### src/rtl/decode_pkg.sv
// Shared decode definitions: multi-cycle operation types and the default multiplier latency.
// Used by both the instruction decoder and the multiply/divide controller.
package decode_pkg;

   typedef enum logic [2:0] {
      M_MULT  = 3'd0,
      M_MULTU = 3'd1,
      M_DIV   = 3'd2,
      M_DIVU  = 3'd3,
      M_MADD  = 3'd4,
      M_MADDU = 3'd5,
      M_MSUB  = 3'd6,
      M_MSUBU = 3'd7
   } multicycle_t;

   localparam int MUL_CYCLES_DEFAULT = 3;

   function automatic logic is_div_op(input multicycle_t op);
      return (op == M_DIV) || (op == M_DIVU);
   endfunction

   function automatic logic is_signed_op(input multicycle_t op);
      return (op == M_MULT) || (op == M_DIV) || (op == M_MADD) || (op == M_MSUB);
   endfunction

   // MADD*/MSUB* need the extra accumulate cycle after the multiply
   function automatic logic is_acc_op(input multicycle_t op);
      return (op == M_MADD) || (op == M_MADDU) || (op == M_MSUB) || (op == M_MSUBU);
   endfunction

   function automatic logic is_sub_op(input multicycle_t op);
      return (op == M_MSUB) || (op == M_MSUBU);
   endfunction

endpackage

### src/rtl/div_radix2.sv
// Radix-2 restoring divider on operand magnitudes: one setup cycle, 32 iterations,
// then a sign-fixup cycle in which done is high and the results are valid.
module div_radix2 (
   input  logic        clk,
   input  logic        resetn,
   input  logic        start,
   input  logic        abort,
   input  logic        is_signed,
   input  logic [31:0] a,
   input  logic [31:0] b,
   output logic        busy,
   output logic        done,
   output logic [31:0] quotient,
   output logic [31:0] remainder
);

   typedef enum logic [1:0] {D_IDLE, D_ITER, D_FIX} dstate_t;

   dstate_t     state;
   logic [4:0]  iter_cnt;
   logic [31:0] rem, quo, dvs;
   logic        neg_q, neg_r;
   logic [32:0] shifted;
   logic        fits;
   logic [31:0] rem_nxt;

   always_comb begin
      shifted = {rem, quo[31]};
      fits    = shifted >= {1'b0, dvs};
      rem_nxt = fits ? 32'(shifted - {1'b0, dvs}) : shifted[31:0];
   end

   assign busy      = (state != D_IDLE);
   assign done      = (state == D_FIX);
   assign quotient  = neg_q ? -quo : quo;
   assign remainder = neg_r ? -rem : rem;

   // A zero divisor never fails the trial subtraction, so the quotient
   // fills with ones and the dividend magnitude ends up in the remainder.
   always_ff @(posedge clk or negedge resetn) begin
      if (!resetn) begin
         state    <= D_IDLE;
         iter_cnt <= '0;
         rem      <= '0;
         quo      <= '0;
         dvs      <= '0;
         neg_q    <= 1'b0;
         neg_r    <= 1'b0;
      end else if (abort) begin
         state    <= D_IDLE;
         iter_cnt <= '0;
      end else begin
         case (state)
            D_IDLE: if (start) begin
               rem      <= '0;
               quo      <= (is_signed && a[31]) ? -a : a;
               dvs      <= (is_signed && b[31]) ? -b : b;
               neg_q    <= is_signed && (a[31] ^ b[31]);
               neg_r    <= is_signed && a[31];
               iter_cnt <= 5'd31;
               state    <= D_ITER;
            end
            D_ITER: begin
               rem <= rem_nxt;
               quo <= {quo[30:0], fits};
               if (iter_cnt == '0) state <= D_FIX;
               else iter_cnt <= iter_cnt - 5'd1;
            end
            D_FIX:   state <= D_IDLE;
            default: state <= D_IDLE;
         endcase
      end
   end

endmodule

### src/rtl/multdiv_ctrl.sv
// Multi-cycle multiply / multiply-accumulate / divide controller for the execute stage.
// Operands are captured in the accepting cycle; HI/LO results are registered on entry to DONE.
module multdiv_ctrl
   import decode_pkg::*;
#(
   parameter int MUL_CYCLES = MUL_CYCLES_DEFAULT
) (
   input  logic        clk,
   input  logic        resetn,
   input  logic        valid,
   input  multicycle_t mtype,
   input  logic [31:0] a,
   input  logic [31:0] b,
   input  logic [31:0] hi_in,
   input  logic [31:0] lo_in,
   input  logic        flush,
   output logic        busy,
   output logic        done,
   output logic [31:0] hi_out,
   output logic [31:0] lo_out
);

   typedef enum logic [2:0] {S_IDLE, S_MUL, S_ACC, S_DIV, S_DONE} state_t;

   state_t      state, state_nxt;
   logic [7:0]  cnt;
   multicycle_t op_q;
   logic [31:0] a_q, b_q, hi_q, lo_q;
   logic        accept, load_res, div_start;
   logic [63:0] res_nxt, product, acc_sum;
   logic        div_busy, div_done;
   logic [31:0] div_q, div_r;
   logic        sgn;

   // Sign-extending to 64 bits makes one unsigned multiply serve both signednesses
   always_comb begin
      sgn     = is_signed_op(op_q);
      product = {{32{sgn & a_q[31]}}, a_q} * {{32{sgn & b_q[31]}}, b_q};
      acc_sum = is_sub_op(op_q) ? ({hi_q, lo_q} - product) : ({hi_q, lo_q} + product);
   end

   div_radix2 u_div (
      .clk       (clk),
      .resetn    (resetn),
      .start     (div_start),
      .abort     (flush),
      .is_signed (sgn),
      .a         (a_q),
      .b         (b_q),
      .busy      (div_busy),
      .done      (div_done),
      .quotient  (div_q),
      .remainder (div_r)
   );

   always_comb begin
      state_nxt = state;
      busy      = 1'b0;
      done      = 1'b0;
      accept    = 1'b0;
      load_res  = 1'b0;
      div_start = 1'b0;
      res_nxt   = product;
      case (state)
         S_IDLE: if (valid && !flush) begin
            accept    = 1'b1;
            busy      = 1'b1;
            state_nxt = is_div_op(mtype) ? S_DIV : S_MUL;
         end
         S_MUL: begin
            busy = 1'b1;
            if (cnt == '0) begin
               if (is_acc_op(op_q)) state_nxt = S_ACC;
               else begin
                  state_nxt = S_DONE;
                  load_res  = 1'b1;
               end
            end
         end
         S_ACC: begin
            busy      = 1'b1;
            state_nxt = S_DONE;
            load_res  = 1'b1;
            res_nxt   = acc_sum;
         end
         S_DIV: begin
            busy      = 1'b1;
            div_start = !div_busy;
            res_nxt   = {div_r, div_q};
            if (div_done) begin
               state_nxt = S_DONE;
               load_res  = 1'b1;
            end
         end
         S_DONE: begin
            done      = 1'b1;
            state_nxt = S_IDLE;
         end
         default: state_nxt = S_IDLE;
      endcase
      // A flush kills whatever is in flight without touching the results
      if (flush) begin
         state_nxt = S_IDLE;
         load_res  = 1'b0;
         done      = 1'b0;
      end
   end

   always_ff @(posedge clk or negedge resetn) begin
      if (!resetn) begin
         state  <= S_IDLE;
         cnt    <= '0;
         hi_out <= '0;
         lo_out <= '0;
         op_q   <= M_MULT;
         a_q    <= '0;
         b_q    <= '0;
         hi_q   <= '0;
         lo_q   <= '0;
      end else begin
         state <= state_nxt;
         if (accept) begin
            op_q <= mtype;
            a_q  <= a;
            b_q  <= b;
            hi_q <= hi_in;
            lo_q <= lo_in;
            cnt  <= 8'(MUL_CYCLES - 1);
         end else if (flush) begin
            cnt <= '0;
         end else if (state == S_MUL && cnt != '0) begin
            cnt <= cnt - 8'd1;
         end
         if (load_res) {hi_out, lo_out} <= res_nxt;
      end
   end

endmodule
### config.mk
export PLATFORM = sky130hd
export DESIGN_NAME = multdiv_ctrl
export DESIGN_NICKNAME = d
export VERILOG_FILES = /design/src/rtl/decode_pkg.sv /design/src/rtl/div_radix2.sv /design/src/rtl/multdiv_ctrl.sv
export SDC_FILE = /design/constraint.sdc
export NUM_CORES = 2
export LEC_CHECK = 0
export CAP_MARGIN = 20
export CORE_MARGIN = 2
export CORE_UTILIZATION = 25
export DETAILED_ROUTE_END_ITERATION = 16
export HOLD_SLACK_MARGIN = 0.03
export RECOVER_POWER = 50
export REMOVE_ABC_BUFFERS = 1
export SLEW_MARGIN = 20
export SYNTH_ARGS = -nofsm -noshare
export SYNTH_HDL_FRONTEND = slang
export SYNTH_SLANG_ARGS = --single-unit
### constraint.sdc
create_clock -name clk -period 16.3 [get_ports clk]
set_clock_uncertainty 0.1 [all_clocks]
set_input_delay 2.445 -clock clk [delete_from_list [all_inputs] [get_ports clk]]
set_output_delay 2.445 -clock clk [all_outputs]
set_load 0.02 [all_outputs]
# Word level (Yosys, flattened, before mapping)
# Cells that the tools add are included.
# op_classes
mux,40
n_reduce_logical,31
bitwise_logic,4
n_addsub,9
n_mul,1
n_eq_ne,20
magnitude_cmp,1
# op_table
cell,n
2-to-1 mux 32 bit,7
negation 32 bit,4
one-hot mux 32 bit (2 select lines),2
one-hot mux 64 bit (2 select lines),1
adder 64 bit,1
multiplier 33 x 33 -> 64 bit,1
2-to-1 mux 64 bit,1
subtractor 64 bit,1
>= comparator 33 x 32 -> 1 bit,1
subtractor 32 bit,1
2-to-1 mux 8 bit,3
equality test 3 x 2 -> 1 bit (second input constant),5
equality test 3 bit (second input constant),5
2-to-1 mux 3 bit,5
2-to-1 mux 5 bit,3
!= test 3 bit (second input constant),5
one-hot mux 3 bit (4 select lines),1
AND reduction 3 bit,4
one-hot mux 5 bit (2 select lines),1
2-to-1 mux 1 bit,9
zero test 8 bit,1
logical OR 1 bit,8
2-to-1 mux 2 bit,4
nonzero test 8 bit,1
other kinds (22),31
# totals
output_inout_bits,66
input_bits,135
elab_cells,122
ff_bits,311

# Logic depth before layout (Yosys ltp)
# depth
ltp_word,9
depth_mapped,49
mapped_depth_nobuf,44

# Cells and area by module
# Synthesis repeated with hierarchy kept, for this count alone.
# unflattened
hier_cells,7168
hier_area_um2,60855.9
# modules_own_cells
module,instances,seq_area_each_um2,area_per_inst_um2,cells_per_inst
multdiv_ctrl,1,5154.9,51877.3,6019
div_radix2,1,2627.5,8978.6,1149

# Least setup slack after synthesis
# OpenSTA, ideal clock, no wires.
# synth_timing
kind,reg2reg
from,register a_q[31]
to,register hi_out[31]
arrival_time_ns,11.173
path_stages_with_launch,43
path_slack_ns,4.945
required_time_ns,16.118
path_cell_list,dfrtp_1 > clkbuf_1 > nor2b_1 > clkbuf_1 > clkbuf_1 > clkbuf_1 > nand2_1 > inv_1 > fa_1 > fa_1 > fa_1 > inv_1 > fa_1 > fa_1 > fa_1 > fa_1 > fa_1 > inv_1 > [... 7 more ...] > o21a_1 > xnor2_1 > or4b_2 > nor2_1 > and2_1 > inv_2 > o31ai_1 > xor2_1 > ha_1 > and3_1 > and2_1 > and3_1 > nand2_1 > o21ai_0 > nand4_1 > a21oi_1 > xnor3_1 > o22ai_1
# synth_via
elab_chain_cells,5
elab_cells_between_ends,6
classes_between,add/sub (2); mul (1); mux (2); bitwise (1)
# synth_lines
item,line_no,source
from (decl),multdiv_ctrl.sv:28,"logic [31:0] a_q, b_q, hi_q, lo_q;"
from (signal assigned),multdiv_ctrl.sv:116,a_q <= '0;
from (signal assigned),multdiv_ctrl.sv:124,a_q <= a;
AND 1 bit,multdiv_ctrl.sv:38,"product = {{32{sgn & a_q[31]}}, a_q} * {{32{sgn & b_q[31]}}, b_q};"
multiplier 33 x 33 -> 64 bit *,multdiv_ctrl.sv:38,
adder 64 bit or subtractor 64 bit (tied branches),multdiv_ctrl.sv:39,"acc_sum = is_sub_op(op_q) ? ({hi_q, lo_q} - product) : ({hi_q, lo_q} + product);"
2-to-1 mux 64 bit,multdiv_ctrl.sv:39,
one-hot mux 64 bit (2 select lines) *,multdiv_ctrl.sv:64,case (state)
to (signal assigned),multdiv_ctrl.sv:134,"if (load_res) {hi_out, lo_out} <= res_nxt;"
to (decl),multdiv_ctrl.sv:19,"output logic [31:0] hi_out,"
# Mark *: on every way between the ends. The rest lies on a longest branch, timed or not.
# A chain may end at the register's enable or synchronous reset.

# Worst setup path in the final report
# layout_timing
from,register a_q[15]
to,register hi_out[31]
# layout_via
elab_chain_cells,4
elab_cells_between_ends,5
classes_between,add/sub (2); mul (1); mux (2)
# layout_lines
item,line_no
multiplier 33 x 33 -> 64 bit *,multdiv_ctrl.sv:38
adder 64 bit or subtractor 64 bit (tied branches),multdiv_ctrl.sv:39
2-to-1 mux 64 bit,multdiv_ctrl.sv:39
one-hot mux 64 bit (2 select lines) *,multdiv_ctrl.sv:64
# Marks and branches as above.

==> reports/qor.txt <==
CTS sink count = 311
area grow syn2layout = 11.12%
starting density of the core = 25.18%
fillcell total = 25240
post-DR wirelength/cell = 21.25 um
Reg-to-Reg Start = a_q[15]
crit-path max cell delay = 0.86 ns
CP Data Required Time = 16.76 ns
count of final max-slew check failures = 218
CP arrival = 14.35 ns
CTS tree = yes
sequential-to-total area share from yosys stat = 12.97%
Die Span Y = 493.9 um
vias in the first global route = 50800
Final WS setup = 2.410 ns
HP Start = lo_out[2]
Final Critical Period = 13.89 ns
initial antenna violation count = 9
CP Launch Type = flip-flop
largest net degree at the start of global routing = 139
CTS buffer count = 42
Hold Path Class = flip-flop to flip-flop
Max FO, Critical Path = 24
Final Routed Wirelength = 210.3 mm
GPL Wtd Cong = 0.9446
period utilization = 85.21%
RSZ-0062 raised after global routing = false
Post-Syn Area = 60010 um^2
input/output buffers = 200
most used cell along the critical path = fa_1
Reg area = 7789 um^2
drt pass-1 iters = 8
number of synthesized flops with an enable pin = 0
status = complete, but fails checks
flop and latch count out of synthesis = 311
syn avg cell area = 8.886 um^2
DRC Markers = 0
Tightest Pin Transition = 6.367 ns
critical path's slowest cell = dfrtp_1
post-DP HPWL = 166.2 mm
Cell Rows = 179
H-tree depth = 2
fraction of registers with async set/reset = 100.0%
IO Count = 201
Reg clk slew, reported paths = 0.07 ns
worst skew pair latency = 0.65 ns
critical path buffer and inverter count = 4
area of the multi-input gates = 46280 um^2
Yosys warning count = 0
Slew HR = -324.5%
Netlist cell types = 102
first-pass GRT wire length = 320.6 mm
die width = 493.9 um
Final Setup Violations = 0
Antenna Nets Post-Route = 0
Crit. Startpoint = a_q[15]
Post-Place Setup Slack = 2.785 ns
DR vias/cell = 4.849
CTS Hold Bufs = 0
Gates resized, CTS repair = 0
Vias = 48000
MaxCap Viol Count = 3
grt ovf = 0
FMAX = 71.99 MHz
Synth Instances = 6753
Clock Tree Buf Depth = 3
Crit path max-delay family = adder cells
Worst Setup End Kind = flip-flop
full die area = 244000 um^2
failing checks = capacitance limit, slew limit
critical path class = flip-flop to flip-flop
Synth Flop Type = dfrtp_1
clock tree root driver cell = clkbuf_16
nets@finish = 8272
core box area = 238300 um^2
Post CTS Setup Buffer Count = 0
final hold violation count = 0
proportion of layout cells with a drive suffix above 1 = 5.367%
Total Routing Usage GR = 17.19%
Iter 0 DRT Violations = 4280
## synthesized netlist by cell type (8+ instances only)
| library cell | number | area share (%) |
|---|---|---|
| a211oi_1 | 21 | 0.26 |
| a21o_1 | 67 | 0.84 |
| a21oi_1 | 247 | 2.1 |
| a22oi_1 | 9 | 0.11 |
| a31oi_1 | 30 | 0.31 |
| and2_1 | 297 | 3.1 |
| and3_1 | 18 | 0.19 |
| buf_1 | 65 | 0.41 |
| buf_2 | 8 | 0.067 |
| clkbuf_1 | 329 | 2.1 |
| dfrtp_1 | 311 | 13 |
| fa_1 | 1127 | 38 |
| ha_1 | 317 | 6.6 |
| inv_1 | 1184 | 7.4 |
| mux2_2 | 124 | 2.3 |
| mux2i_1 | 32 | 0.53 |
| nand2_1 | 1095 | 6.8 |
| nand2b_1 | 36 | 0.38 |
| nand3_1 | 44 | 0.37 |
| nand3b_1 | 9 | 0.11 |
| nand4_1 | 35 | 0.36 |
| nor2_1 | 218 | 1.4 |
| nor2b_1 | 21 | 0.22 |
| nor3_1 | 50 | 0.42 |
| nor4_1 | 20 | 0.21 |
| o211ai_1 | 42 | 0.53 |
| o21a_1 | 20 | 0.25 |
| o21ai_0 | 329 | 2.7 |
| o21ai_1 | 9 | 0.075 |
| o21bai_1 | 21 | 0.26 |
| o221ai_1 | 9 | 0.13 |
| o22ai_1 | 11 | 0.11 |
| o31ai_1 | 41 | 0.51 |
| o41ai_1 | 16 | 0.23 |
| or2_2 | 9 | 0.094 |
| or3_1 | 38 | 0.40 |
| or4_1 | 16 | 0.20 |
| xnor2_1 | 210 | 3.1 |
| xor2_1 | 114 | 1.7 |
## final cells by class
type                            instances  share of cell area [%]
Multi-Input combinational cell       4852                   69.40
Sequential cell                       311                   11.68
Inverter                             1185                   6.671
Tap cell                             3167                   5.943
Timing Repair Buffer                  301                   4.138
Clock buffer                           57                   1.751
Clock inverter                         20                  0.3903
Antenna cell                            6                 0.02252
## per-layer routing
metal	routed length [um]	GRT usage [%]	up-vias
met4	9869	6.811	2
li1	-	-	20880
met3	16170	2.728	350
met5	20	0	-
met1	85970	22.32	24720
met2	98300	28.51	2053
## through the flow
stage               instance area (um^2)  utilization (%)  TNS (ns)  instances  hold slack, ns
global placement                   65260            27.39         0       9816          0.3612
CTS                                66690            27.98         0       9893          0.3827
global route                       66670            27.98         0       9894          0.3876
floorplan                          58470                -   -142.49       6348          0.3498
finish                             66680            27.98         0       9899          0.3682
detailed placement                 65260            27.39         0       9816          0.3700
## placed cells by master, fill, tap and decap left out, drive strengths merged, types with 210 or more instances in the layout
cell and n:
a21oi 252, xnor2 210, and2 298, nand2 1097
nor2 218, ha 317, dfrtp 311, fa 1127
inv 1193, o21ai 340
## state kept, by name, summed over array words and instances, names as in the netlist, 8 cells and up
| register | cells |
|---|---|
| a_q | 32 |
| b_q | 32 |
| cnt | 8 |
| hi_out | 32 |
| hi_q | 32 |
| lo_out | 32 |
| lo_q | 32 |
| u_div.dvs | 32 |
| u_div.quo | 32 |
| u_div.rem | 32 |
## worst register-to-register path, delay by kind of cell (launching register included)
kind	cells	cell delay (ns)
xor+xnor	3	1.00
flops	1	0.86
compound gates	11	3.37
fa+ha+maj	10	4.92
buf+inv	4	0.70
simple gates	8	2.82
## kinds of logic (layout without fill, tap and decap cells)
kind of cell             count (synthesis)  after routing  synth area share (%)
flip-flops                             311            311                 12.97
adder cells (fa/ha/maj)               1444           1444                 44.21
other                                    0              6                     0
AND/OR/NAND/NOR                       1945           1945                 14.89
XOR/XNOR                               325            325                 4.766
buffers and inverters                 1590           1563                 9.977
multiplexers                           156            156                 2.861
AO/OA/AOI/OAI                          982            982                 10.33
## final timing paths
kind | endpoint | slack [ns] | depth (start not counted)
hold reg to reg | lo_out[2] | 0.37 | 2
setup / recovery | hi_out[31] | 2.41 | 36
min in group asynchronous | hi_q[15] | 4.08 | 1
hold / removal | lo_out[2] | 0.37 | 2
max in group asynchronous | b_q[23] | 5.89 | 2
setup reg to reg | hi_out[31] | 2.41 | 36
Power is left out: the tool's default activity adds up to more than one toggle a clock period on the data nets, which glitch-free logic cannot reach.
